[src/rtl/memref_arb_pkg.sv]
// Shared types and default constants for the memref read-port arbiter.
package memref_arb_pkg;

  typedef enum logic [0:0] {
    ST_ARB    = 1'b0,
    ST_LOCKED = 1'b1
  } arb_state_e;

  localparam int DEF_N_REQ      = 4;
  localparam int DEF_ADDR_W     = 6;
  localparam int DEF_DATA_W     = 32;
  localparam int DEF_RD_LATENCY = 1;
  localparam int DEF_LOCK_MAX   = 16;

endpackage

[src/rtl/memref_rd_arbiter_rr_pick.sv]
// Round-robin picker: lowest requesting index at or after i_start (wrapping) wins.
module rr_pick #(
  parameter int N     = 4,
  parameter int IDX_W = (N > 1) ? $clog2(N) : 1
) (
  input  logic [N-1:0]     i_req,
  input  logic [IDX_W-1:0] i_start,
  output logic [N-1:0]     o_grant
);

  always_comb begin : p_pick
    logic w_found;
    int   j;
    o_grant = '0;
    w_found = 1'b0;
    for (int k = 0; k < N; k++) begin
      j = int'(i_start) + k;
      if (j >= N) j = j - N;
      if (!w_found && i_req[j]) begin
        o_grant[j] = 1'b1;
        w_found    = 1'b1;
      end
    end
  end

endmodule

[src/rtl/memref_rd_arbiter.sv]
// N-way arbiter onto one memref read port with lock support and an in-order tag pipeline.
module memref_rd_arbiter
  import memref_arb_pkg::*;
#(
  parameter int N_REQ      = DEF_N_REQ,
  parameter int ADDR_W     = DEF_ADDR_W,
  parameter int DATA_W     = DEF_DATA_W,
  parameter int RD_LATENCY = DEF_RD_LATENCY,
  parameter int LOCK_MAX   = DEF_LOCK_MAX
) (
  input  logic                    clk,
  input  logic                    rst_n,
  input  logic [N_REQ-1:0]        req_valid,
  input  logic [N_REQ-1:0]        req_lock,
  input  logic [N_REQ*ADDR_W-1:0] req_addr,
  output logic [N_REQ-1:0]        req_ready,
  output logic [N_REQ-1:0]        rsp_valid,
  output logic [DATA_W-1:0]       rsp_data,
  output logic [ADDR_W-1:0]       mem_addr,
  output logic                    mem_rd_en,
  input  logic [DATA_W-1:0]       mem_rd_data,
  output logic                    lock_abort,
  output logic [0:0]              o_dbg_state
);

  localparam int IDX_W = (N_REQ > 1) ? $clog2(N_REQ) : 1;
  localparam int CNT_W = $clog2(LOCK_MAX + 1);
  localparam int PIPE  = RD_LATENCY + 1;

  arb_state_e        r_state;
  logic [IDX_W-1:0]  r_last_grant;
  logic [IDX_W-1:0]  r_owner;
  logic [CNT_W-1:0]  r_idle_cnt;
  logic [ADDR_W-1:0] r_mem_addr;
  logic              r_mem_rd_en;
  logic [PIPE-1:0]   r_pv;
  logic [IDX_W-1:0]  r_pi [PIPE];

  logic [IDX_W-1:0]  w_start;
  logic              w_abort;
  logic [N_REQ-1:0]  w_owner_oh;
  logic [N_REQ-1:0]  w_req_mask;
  logic [N_REQ-1:0]  w_grant;
  logic              w_accept;
  logic [IDX_W-1:0]  w_acc_idx;
  logic              w_acc_lock;
  logic [ADDR_W-1:0] w_acc_addr;

  assign w_start    = (r_last_grant == IDX_W'(N_REQ - 1)) ? '0 : r_last_grant + 1'b1;
  assign w_abort    = (r_state == ST_LOCKED) && (r_idle_cnt == CNT_W'(LOCK_MAX));
  assign w_owner_oh = {{(N_REQ-1){1'b0}}, 1'b1} << r_owner;

  // Handshake: a beat for requester i transfers in a cycle where req_valid[i] && req_ready[i];
  // req_ready is one-hot-or-zero and never depends on req_ready itself.
  always_comb begin
    w_req_mask = '0;
    if (rst_n && !w_abort) begin
      if (r_state == ST_ARB) w_req_mask = req_valid;
      else                   w_req_mask = req_valid & w_owner_oh;
    end
  end

  rr_pick #(.N(N_REQ), .IDX_W(IDX_W)) u_rr_pick (
    .i_req   (w_req_mask),
    .i_start (w_start),
    .o_grant (w_grant)
  );

  assign req_ready = w_grant;
  assign w_accept  = |w_grant;

  always_comb begin
    w_acc_idx  = '0;
    w_acc_lock = 1'b0;
    w_acc_addr = '0;
    for (int i = 0; i < N_REQ; i++) begin
      if (w_grant[i]) begin
        w_acc_idx  = IDX_W'(i);
        w_acc_lock = req_lock[i];
        w_acc_addr = req_addr[i*ADDR_W +: ADDR_W];
      end
    end
  end

  always_ff @(posedge clk) begin
    if (!rst_n) begin
      r_state      <= ST_ARB;
      r_last_grant <= IDX_W'(N_REQ - 1);
      r_owner      <= '0;
      r_idle_cnt   <= '0;
      r_mem_addr   <= '0;
      r_mem_rd_en  <= 1'b0;
    end else begin
      r_mem_rd_en <= w_accept;
      if (w_accept) begin
        r_mem_addr   <= w_acc_addr;
        r_last_grant <= w_acc_idx;
      end
      case (r_state)
        ST_ARB: begin
          if (w_accept && w_acc_lock) begin
            r_state    <= ST_LOCKED;
            r_owner    <= w_acc_idx;
            r_idle_cnt <= '0;
          end
        end
        ST_LOCKED: begin
          // Abort masks all grants this cycle, so last_grant is written only here.
          if (w_abort) begin
            r_state      <= ST_ARB;
            r_last_grant <= r_owner;
            r_idle_cnt   <= '0;
          end else if (w_accept) begin
            r_idle_cnt <= '0;
            if (!w_acc_lock) r_state <= ST_ARB;
          end else begin
            r_idle_cnt <= r_idle_cnt + 1'b1;
          end
        end
        default: r_state <= ST_ARB;
      endcase
    end
  end

  always_ff @(posedge clk) begin
    if (!rst_n) begin
      r_pv <= '0;
    end else begin
      r_pv[0] <= w_accept;
      for (int k = 1; k < PIPE; k++) r_pv[k] <= r_pv[k-1];
    end
  end

  always_ff @(posedge clk) begin
    r_pi[0] <= w_acc_idx;
    for (int k = 1; k < PIPE; k++) r_pi[k] <= r_pi[k-1];
  end

  always_comb begin
    rsp_valid = '0;
    if (r_pv[PIPE-1]) rsp_valid[r_pi[PIPE-1]] = 1'b1;
  end

  assign rsp_data    = mem_rd_data;
  assign mem_addr    = r_mem_addr;
  assign mem_rd_en   = r_mem_rd_en;
  assign lock_abort  = w_abort;
  assign o_dbg_state = r_state;

endmodule

[config.mk]
export PLATFORM = sky130hd
export DESIGN_NAME = memref_rd_arbiter
export DESIGN_NICKNAME = d
export VERILOG_FILES = /design/src/rtl/memref_arb_pkg.sv /design/src/rtl/memref_rd_arbiter_rr_pick.sv /design/src/rtl/memref_rd_arbiter.sv
export SDC_FILE = /design/constraint.sdc
export NUM_CORES = 1
export LEC_CHECK = 0
export ABC_CLOCK_PERIOD_IN_PS = 6100
export CAP_MARGIN = 40
export CORE_ASPECT_RATIO = 0.7
export CORE_MARGIN = 10
export CORE_UTILIZATION = 40
export DETAILED_ROUTE_END_ITERATION = 7
export PLACE_DENSITY = 0.85
export SLEW_MARGIN = 0
export SYNTH_ARGS = -nofsm -noshare
export SYNTH_HDL_FRONTEND = slang
export SYNTH_SLANG_ARGS = --single-unit
[constraint.sdc]
create_clock -name clk -period 6.1 [get_ports clk]
set_clock_uncertainty 0.1 [all_clocks]
set_input_delay 0.61 -clock clk [delete_from_list [all_inputs] [get_ports clk]]
set_output_delay 0.61 -clock clk [all_outputs]
set_load 0.01 [all_outputs]
# Yosys cells after proc, flatten, opt, wreduce, memory -nomap -nowiden
# Memory sizes are Yosys's and may differ from the RTL's.
# Cells that the tools add are included.
[word_totals]
ramBits = 4
elab_cells = 117
out_inout_bits = 49
memories = 1
regBits = 19
inputBits = 66
[mem_list]
columns = ["memory", "depth", "word_bits", "rd", "rd_clocked_by_memory_dff", "wr", "line", "rtl"]
rows = [
  ["r_pi", 2, 2, 2, 0, 2, "memref_rd_arbiter.sv:37", "logic [IDX_W-1:0] r_pi [PIPE];"],
]
[op_classes]
eq_ne = 3
magnitude_cmp = 14
muxes = 60
bitwise_logic = 5
addsub = 9
n_reduce_logical = 17
n_shift = 1
[op_table]
columns = ["cell", "n"]
rows = [
  ["32-bit by 1-bit >= comparator with 1-bit output, second input constant", 4],
  ["32-bit by 4-bit < comparator with 1-bit output, second input constant", 4],
  ["32-bit 2-to-1 mux", 4],
  ["32-bit by 4-bit >= comparator with 1-bit output, second input constant", 3],
  ["32-bit by 4-bit subtractor with 32-bit output, second input constant", 3],
  ["4-bit 2-to-1 mux", 7],
  ["1-bit 2-to-1 mux", 25],
  ["6-bit 2-to-1 mux", 4],
  ["5-bit 2-to-1 mux", 3],
  ["2-bit 2-to-1 mux", 6],
  ["4-bit bitwise OR", 3],
  ["1-bit logical AND", 11],
  ["1-bit demux with 2-bit select", 5],
  ["5-bit case mux with 2 select lines", 1],
  ["1-bit binary-select mux with 2-bit select", 4],
  ["2-bit by 2-bit adder with 3-bit output, second input constant", 2],
  ["5-bit by 1-bit adder with 5-bit output, second input constant", 1],
  ["5-bit equality test, second input constant", 1],
  ["4-bit bitwise AND", 1],
  ["1-bit logical NOT", 4],
  ["4-bit OR reduction", 1],
  ["1-bit by 2-bit left shift with 4-bit output, first input constant", 1],
  ["2-bit by 3-bit subtractor with 4-bit output, second input constant", 1],
  ["2-bit by 1-bit adder with 3-bit output, second input constant", 1],
  ["9 further kinds", 9],
]

# Depth between registers and ports, before layout
# Gate-level depths: netlist of run 1.
[logic_depth]
ltp_word = 26
depth_mapped = 14
depth_no_buf = 12

# Modules after synthesis
# A second synthesis of run 1 with hierarchy kept.
[hier_totals]
hier_cells = 206
hier_area_um2 = 1747.9
[modules_own_cells]
columns = ["mod", "cells_each", "n_inst", "area_per_inst_um2"]
rows = [
  ["memref_rd_arbiter", 168, 1, 1390.1],
  ["rr_pick", 38, 1, 357.8],
]

# Least setup slack after synthesis of run 1
# No wires, ideal clock.
[synth_timing]
path_kind = "register to register"
start = "register r_last_grant[0]"
end = "register r_owner[0]"
arrival_time_ns = 2.979
setup_slack_ns = 2.905
synth_period_minus_slack_ns = 3.195
path_stages_with_launch = 11
setup_time_ns = 0.116
n_path_buf = 0
path_cell_list = "dfxtp_1 > inv_1 > ha_1 > nor2_1 > and3b_1 > or4_1 > or3b_1 > a31o_2 > a21o_1 > or4_1 > o211a_1"
[synth_rtl]
columns = ["item", "line", "rtl"]
rows = [
  ["from (decl)", "memref_rd_arbiter.sv:31", "logic [IDX_W-1:0] r_last_grant;"],
  ["from (signal assigned)", "memref_rd_arbiter.sv:88", "r_last_grant <= IDX_W'(N_REQ - 1);"],
  ["from (signal assigned)", "memref_rd_arbiter.sv:97", "r_last_grant <= w_acc_idx;"],
  ["from (signal assigned)", "memref_rd_arbiter.sv:111", "r_last_grant <= r_owner;"],
  ["2-bit by 1-bit adder with 2-bit output or 2-bit equality test (tied branches)", "memref_rd_arbiter.sv:49", "assign w_start = (r_last_grant == IDX_W'(N_REQ - 1)) ? '0 : r_last_grant + 1'b1;"],
  ["2-bit 2-to-1 mux *", "memref_rd_arbiter.sv:49", ""],
  ["branches (longest 14 deep; another with 32-bit by 4-bit subtractor with 32-bit output)", "n/a", ""],
  ["4-bit 2-to-1 mux *", "memref_rd_arbiter_rr_pick.sv:19", "if (!w_found && i_req[j]) begin"],
  ["1-bit 2-to-1 mux", "memref_rd_arbiter.sv:77", "if (w_grant[i]) begin"],
  ["2-bit 2-to-1 mux", "memref_rd_arbiter.sv:77", ""],
  ["2-bit 2-to-1 mux *", "memref_rd_arbiter.sv:77", ""],
  ["named net w_acc_idx[0]", "memref_rd_arbiter.sv:45", "logic [IDX_W-1:0] w_acc_idx;"],
  ["to (signal assigned)", "memref_rd_arbiter.sv:103", "r_owner <= w_acc_idx;"],
  ["to (decl)", "memref_rd_arbiter.sv:32", "logic [IDX_W-1:0] r_owner;"],
]
# Mark *: on every way through the listed nets, which the timed path passes. The select of a mux whose other input is x is not followed.
# A chain may end at the register's enable or synchronous reset.

# Worst setup path in the final report of run 1
[layout_timing]
start = "register r_last_grant[0]"
end = "output port req_ready[3]"
[layout_via]
elab_chain_len = 17
[layout_rtl]
columns = ["item", "line", "rtl"]
rows = [
  ["2-bit by 1-bit adder with 2-bit output or 2-bit equality test (tied branches)", "memref_rd_arbiter.sv:49", ""],
  ["2-bit 2-to-1 mux *", "memref_rd_arbiter.sv:49", ""],
  ["branches (longest 14 deep; another with 32-bit by 4-bit subtractor with 32-bit output)", "n/a", ""],
  ["4-bit 2-to-1 mux *", "memref_rd_arbiter_rr_pick.sv:19", ""],
  ["to (decl)", "memref_rd_arbiter.sv:16", "output logic [N_REQ-1:0] req_ready,"],
]
# Every way passes the cells marked *. The select of a mux whose other input is x is not followed.

==> metrics, run 1 <==
total track usage=12.33%; CTS tree=yes; RSZ-0062 raised after global routing=false; Die X=103.6 microns; Fmax=0.2283 GHz; min Tclk post-route=4.381 ns; initial DRC count=228; Clock Sink Count=22; element type at the critical path end=output pin; Fill cells=446; Post-synth EDFFs=0; Synth Warn #=0; die height=78.50 microns; CP Class=register to output pin; final WL=5217 microns; CP arrival=3.67 ns; share of layout cells above drive strength 1=7.661%; final setup vio count=0; Setup Fix Bufs, Post-CTS=0; IO Port Bufs=50; Clock Tree Root=clkbuf_8; Final Wtd Congestion=0.8984; Final nets=325; period utilization=71.82%; Post-Synthesis Cells=237; Distinct cells, synth=60; routed len/inst=16.46 microns; DRC errors left=0; #FFs+latches synth=22; slew margin rel.=43.54%; Crit Path Max Fanout=16; Placeable Area=4756 sq um; via/cell ratio=5.640; worst hold slack=0.2384 ns; worst hold path startpoint=r_pi[0][1]$_DFF_P_; wire length of the first global-routing pass=8631 microns; hold-fix buffers at CTS=0; clock tree buffer depth=2; Hold Path Class=register to register; CP Launch Type=register; Remaining Overflow, GRT=0; row cnt=21; Peak VDD IR=139.3 uV; power per cell area=432.3 nW/um^2; Worst Setup SP=r_last_grant[0]$_SDFF_PN1_; Top Ports=115; Post-Route Setup TNS=0 ns; Avg Cell Area, Syn=8.252 sq um; Post-Syn Area=1956 sq um; sequential area share after synthesis=22.52%; Slew @ Worst Pin=0.8438 ns; number of H-tree levels=1; status=completed; CTS Buf Count=3; die area=8130 sq um; drt pass-1 iters=4; Clock Latency Late Sink=0.26 ns; Critical Path RT=5.39 ns; ANT nets after route=0; post-CTS resize count=0; static leakage power=0.8867 nW; Hold Crit Endpoint=r_pi[0][3]$_DFF_P_; reg2reg start=r_last_grant[0]$_SDFF_PN1_; DP Wirelength=4273 microns; Hold Fails Final Rpt=0; max_cap viols=0; ANT cells=0; CTS clk-pin slew, worst paths=0.07 ns; Hold Path Depth=0; Max Slew Vio Count=0; top_reg_cell synth=dfxtp_1; worst reg2reg setup slack=2.01 ns; cell count of the worst reg-to-reg path=9; largest net degree at the start of global routing=18; vias in the first global route=1,688; starting density of the core=41.12%; layout overhead on the synthesized area=17.53%; Syn Nets=312; vias after detailed routing=1,788; initial antenna violation count=0; ys async rst share=0%; Worst R2R End=r_idle_cnt[4]$_SDFFE_PN0P_
area by class of cell:
type	instances	area [sq um]	area share, %
clock buffer	3	41.29	1.796
sequential	22	440.4	19.16
tap	69	86.33	3.756
timing repair buffer	50	500.5	21.77
multi-input combinational	158	1174	51.06
inverter	15	56.30	2.450
cells by family (layout without fill, tap and decap cells):
group | count (synthesis) | in the layout | synth area share [%]
AO/OA/AOI/OAI | 60 | 60 | 23.74
XOR/XNOR | 1 | 1 | 0.4479
adder cells (fa/ha/maj) | 9 | 9 | 5.758
buffers and inverters | 57 | 68 | 17.47
flip-flops | 22 | 22 | 22.52
multiplexers | 10 | 10 | 7.102
AND/OR/NAND/NOR | 78 | 78 | 22.97
critical path: stages, from the launching register on:
cell	delay [ns]
dfxtp_1	0.36
ha_1	0.27
nor2_1	0.67
nand3_1	0.21
a2111o_1	0.41
mux2i_1	0.31
and3_1	0.24
a311o_4	0.34
clkdlybuf4s50_1	0.59
through the flow:
stage | worst slack [ns] | instance area, sq um | power (mW) | utilization (%) | std cells
5_1_grt | 1.493 | 2298 | 1.063 | 48.33 | 317
3_5_place_dp | 1.820 | 2257 | 0.8978 | 47.46 | 314
4_1_cts | 1.755 | 2298 | 0.9879 | 48.33 | 317
6_report | 1.719 | 2298 | 0.9935 | 48.33 | 317
2_1_floorplan | 2.905 | 1956 | 0.7180 | - | 237
3_3_place_gp | 1.972 | 2257 | 0.8866 | 47.46 | 314
metal layers:
layer	GRT usage [%]	part of all wire, %	up-vias
li1	-	-	870
met1	16.35	47	833
met2	18.69	44	77
met3	4.405	8.1	8
met4	2.669	0.63	0
met5	0	0	-
cells in the final DEF (no fill, tap or decap), types with 5 or more instances in the layout:
cell / count
o211ai_1: 8
clkdlybuf4s50_1: 50
and3_1: 5
o21ai_1: 5
inv_1: 11
dfxtp_1: 22
ha_1: 9
nand3_1: 13
a22oi_1: 12
nand2_1: 14
nor3_1: 6
nor2_1: 13
registers in the layout, indices dropped and copies added, names as in the netlist:
signal / cells
mem_addr: 6
r_idle_cnt: 5
r_pi: 4
r_last_grant: 2
r_owner: 2
r_pv: 2
o_dbg_state: 1
synth_stat cells (2+ instances only):
library cell,number,share of area (%)
mux4_2,2,2.3
o211ai_1,8,3.1
o221ai_1,2,0.90
a211oi_1,4,1.5
buf_4,33,13
a22oi_1,12,4.6
o2111ai_1,2,0.90
mux2_2,2,1.2
nand2_1,14,2.7
o21ai_0,3,0.77
dfxtp_1,22,23
o31a_1,2,0.90
nor3b_1,2,0.77
nor3_1,6,1.5
nand2b_1,2,0.64
a21o_1,2,0.77
o211a_1,2,1.0
ha_1,9,5.8
and3b_1,2,0.90
and2_1,3,0.96
mux2_4,2,1.5
o21ai_1,5,1.3
inv_1,11,2.1
or4_1,2,0.77
and3_1,5,1.6
nand3_1,13,3.3
mux2i_1,3,1.5
nand4_1,3,0.96
buf_2,3,0.77
a21oi_1,3,0.77
o21a_1,2,0.77
inv_2,4,0.77
nand3b_1,2,0.77
o22ai_1,3,0.96
nor2_1,13,2.5
clkbuf_1,5,0.96
power by group:
group	internal (mW)	switching [mW]	leakage, nW
sequential	0.195	0.0489	0.182
combinational	0.298	0.363	0.683
clock	0.0441	0.0435	0.0216
worst max path at each step:
stage,slack (ns),depth (start not counted),endpoint
after global routing,1.49,8,req_ready[3]
final,1.72,8,req_ready[3]
after CTS,1.76,8,req_ready[3]
after detailed placement,1.82,9,r_idle_cnt[4]$_SDFFE_PN0P_
after global placement,1.97,9,r_idle_cnt[2]$_SDFFE_PN0P_
after floorplan,2.91,10,r_owner[0]$_SDFFE_PN0P_
(Power assumes the default switching activity.)
==> inputs of run 2 (changes only) <==
--- a/config.mk
+++ b/config.mk
@@ -5,13 +5,13 @@
 export SDC_FILE = /design/constraint.sdc
 export NUM_CORES = 1
 export LEC_CHECK = 0
-export ABC_CLOCK_PERIOD_IN_PS = 6100
+export ABC_CLOCK_PERIOD_IN_PS = 3540
 export CAP_MARGIN = 40
 export CORE_ASPECT_RATIO = 0.7
 export CORE_MARGIN = 10
-export CORE_UTILIZATION = 40
+export CORE_UTILIZATION = 35
 export DETAILED_ROUTE_END_ITERATION = 7
-export PLACE_DENSITY = 0.85
+export PLACE_DENSITY = 0.78
 export SLEW_MARGIN = 0
 export SYNTH_ARGS = -nofsm -noshare
 export SYNTH_HDL_FRONTEND = slang
==> constraint.sdc (replaced) <==
create_clock -name clk -period 3.54 [get_ports clk]
set_clock_uncertainty 0.1 [all_clocks]
set_input_delay 0.354 -clock clk [delete_from_list [all_inputs] [get_ports clk]]
set_output_delay 0.354 -clock clk [all_outputs]
set_load 0.01 [all_outputs]
==> run 2 against run 1 <==
Via count grew 10%; non-clock buffer count up 29; power is 120% higher; combinational power grew 130%; wire length is 20% higher.
==> metrics, run 2 (synthesized netlist as in run 1, its figures left out) <==
CP Class=register to register; element type at the critical path end=register; row cnt=22; most frequent cells in the layout=clkdlybuf4s50_1, buf_4, dfxtp_1; Remaining Overflow, GRT=0; wire length of the first global-routing pass=9673 microns; Slew @ Worst Pin=0.4148 ns; routed len/inst=17.94 microns; ANT nets after route=0; drt pass-1 iters=4; final WL=6279 microns; via/cell ratio=5.637; CTS tree=yes; layout overhead on the synthesized area=34.04%; Core Util, Final=49.34%; DP Wirelength=4658 microns; power per cell area=832.9 nW/um^2; final setup vio count=0; slew margin rel.=72.18%; Final nets=354; initial DRC count=226; Cell Area, Placed=2441 sq um; Clock Sink Count=22; Clock Tree Root=clkbuf_8; die area=9025 sq um; Hold Fails Final Rpt=0; max_cap viols=0; min Tclk post-route=3.441 ns; initial antenna violation count=0; vias in the first global route=1,904; Inst Count DP=341; CTS Buf Count=3; DRC errors left=0; total track usage=13.15%; largest net degree at the start of global routing=14; IO Port Bufs=50; worst hold slack=0.2367 ns; status=completed; Post-Route Setup TNS=0 ns; vias after detailed routing=1,973; starting density of the core=36.81%; share of layout cells above drive strength 1=22.30%; Max Slew Vio Count=0; CP Launch Type=register; Peak VDD IR=554.5 uV; Crit Path Max Fanout=6; die height=82.54 microns; Hold Path Class=register to register; Fmax=0.2906 GHz; max FFs per register=6; cell area after layout=2621 sq um; Critical Path RT=3.61 ns; most common cell after layout, fill and taps aside=clkdlybuf4s50_1; Placeable Area=5313 sq um; non-filler cells, final=350; clock tree buffer depth=2; Top Ports=115; CTS clk-pin slew, worst paths=0.08 ns; static leakage power=1.098 nW; Clock Latency Late Sink=0.26 ns; period utilization=97.21%; ANT cells=0; CP arrival=3.51 ns; Die X=109.3 microns; number of H-tree levels=1; Final Wtd Congestion=0.9958; hold-fix buffers at CTS=0; Fill cells=484
run 2: cell count changes in the layout (fill, tap and decap cells not counted), sizes merged:
cell / change
buf: +29
dlygate4sd2: +2
dlymetal6s2s: +2
clkdlybuf4s50: -4
bufinv: +1
run 2: metal layers:
layer / part of all wire, % / GRT usage [%]
met3: 9.6 / 5.491
met5: 0 / 0
met2: 46 / 20.01
met1: 43 / 16.98
met4: 1.3 / 2.979
run 2: final cells by class:
| cell class | count | area, sq um | area share, % |
|---|---|---|---|
| clock buffer | 3 | 41.29 | 1.575 |
| clock inverter | 1 | 30.03 | 1.146 |
| inverter | 15 | 56.30 | 2.148 |
| multi-input combinational | 158 | 1237 | 47.21 |
| sequential | 22 | 445.4 | 16.99 |
| tap | 72 | 90.09 | 3.437 |
| timing repair buffer | 79 | 720.7 | 27.49 |
run 2: worst paths after layout:
path	slack, ns	startpoint	cells after the start	endpoint
worst max-delay path	0.1	r_last_grant[0]$_SDFF_PN1_	13	r_owner[0]$_SDFFE_PN0P_
worst min-delay path	0.24	r_pi[0][1]$_DFF_P_	0	r_pi[0][3]$_DFF_P_
worst max register to register	0.1	r_last_grant[0]$_SDFF_PN1_	13	r_owner[0]$_SDFFE_PN0P_
worst min register to register	0.24	r_pi[0][1]$_DFF_P_	0	r_pi[0][3]$_DFF_P_
run 2: per-stage QoR:
stage          total power, mW  setup WS, ns
2_1_floorplan            1.237        0.3452
3_3_place_gp             1.750        0.1109
3_5_place_dp             1.780       0.06555
4_1_cts                  2.054      0.004879
5_1_grt                  2.329      -0.01388
6_report                 2.183       0.09890
run 2: timing repair:
action,4_1_cts,5_1_grt
pin swaps,1,2
endpoints found under the setup margin,4,17
setup buffers,2,3
gates cloned,0,0
gates resized for setup,9,12
run 2: worst max-delay path, stage by stage (launching register included):
cell and delay (ns):
dfxtp_4 0.39, buf_4 0.13, inv_1 0.10, ha_4 0.31, nand3b_1 0.11, a211oi_1 0.09, nor4_2 0.43, a21oi_2 0.09
and3_1 0.21, a311o_4 0.39, buf_4 0.17, a21o_1 0.17, or4_1 0.51, o211a_1 0.13
run 2: report_power, final:
group          switching (mW)  leakage [nW]  internal, mW
clock network          0.0827        0.0357         0.151
logic                   0.765         0.880         0.768
registers              0.0774         0.182         0.340
total                   0.925          1.10          1.26
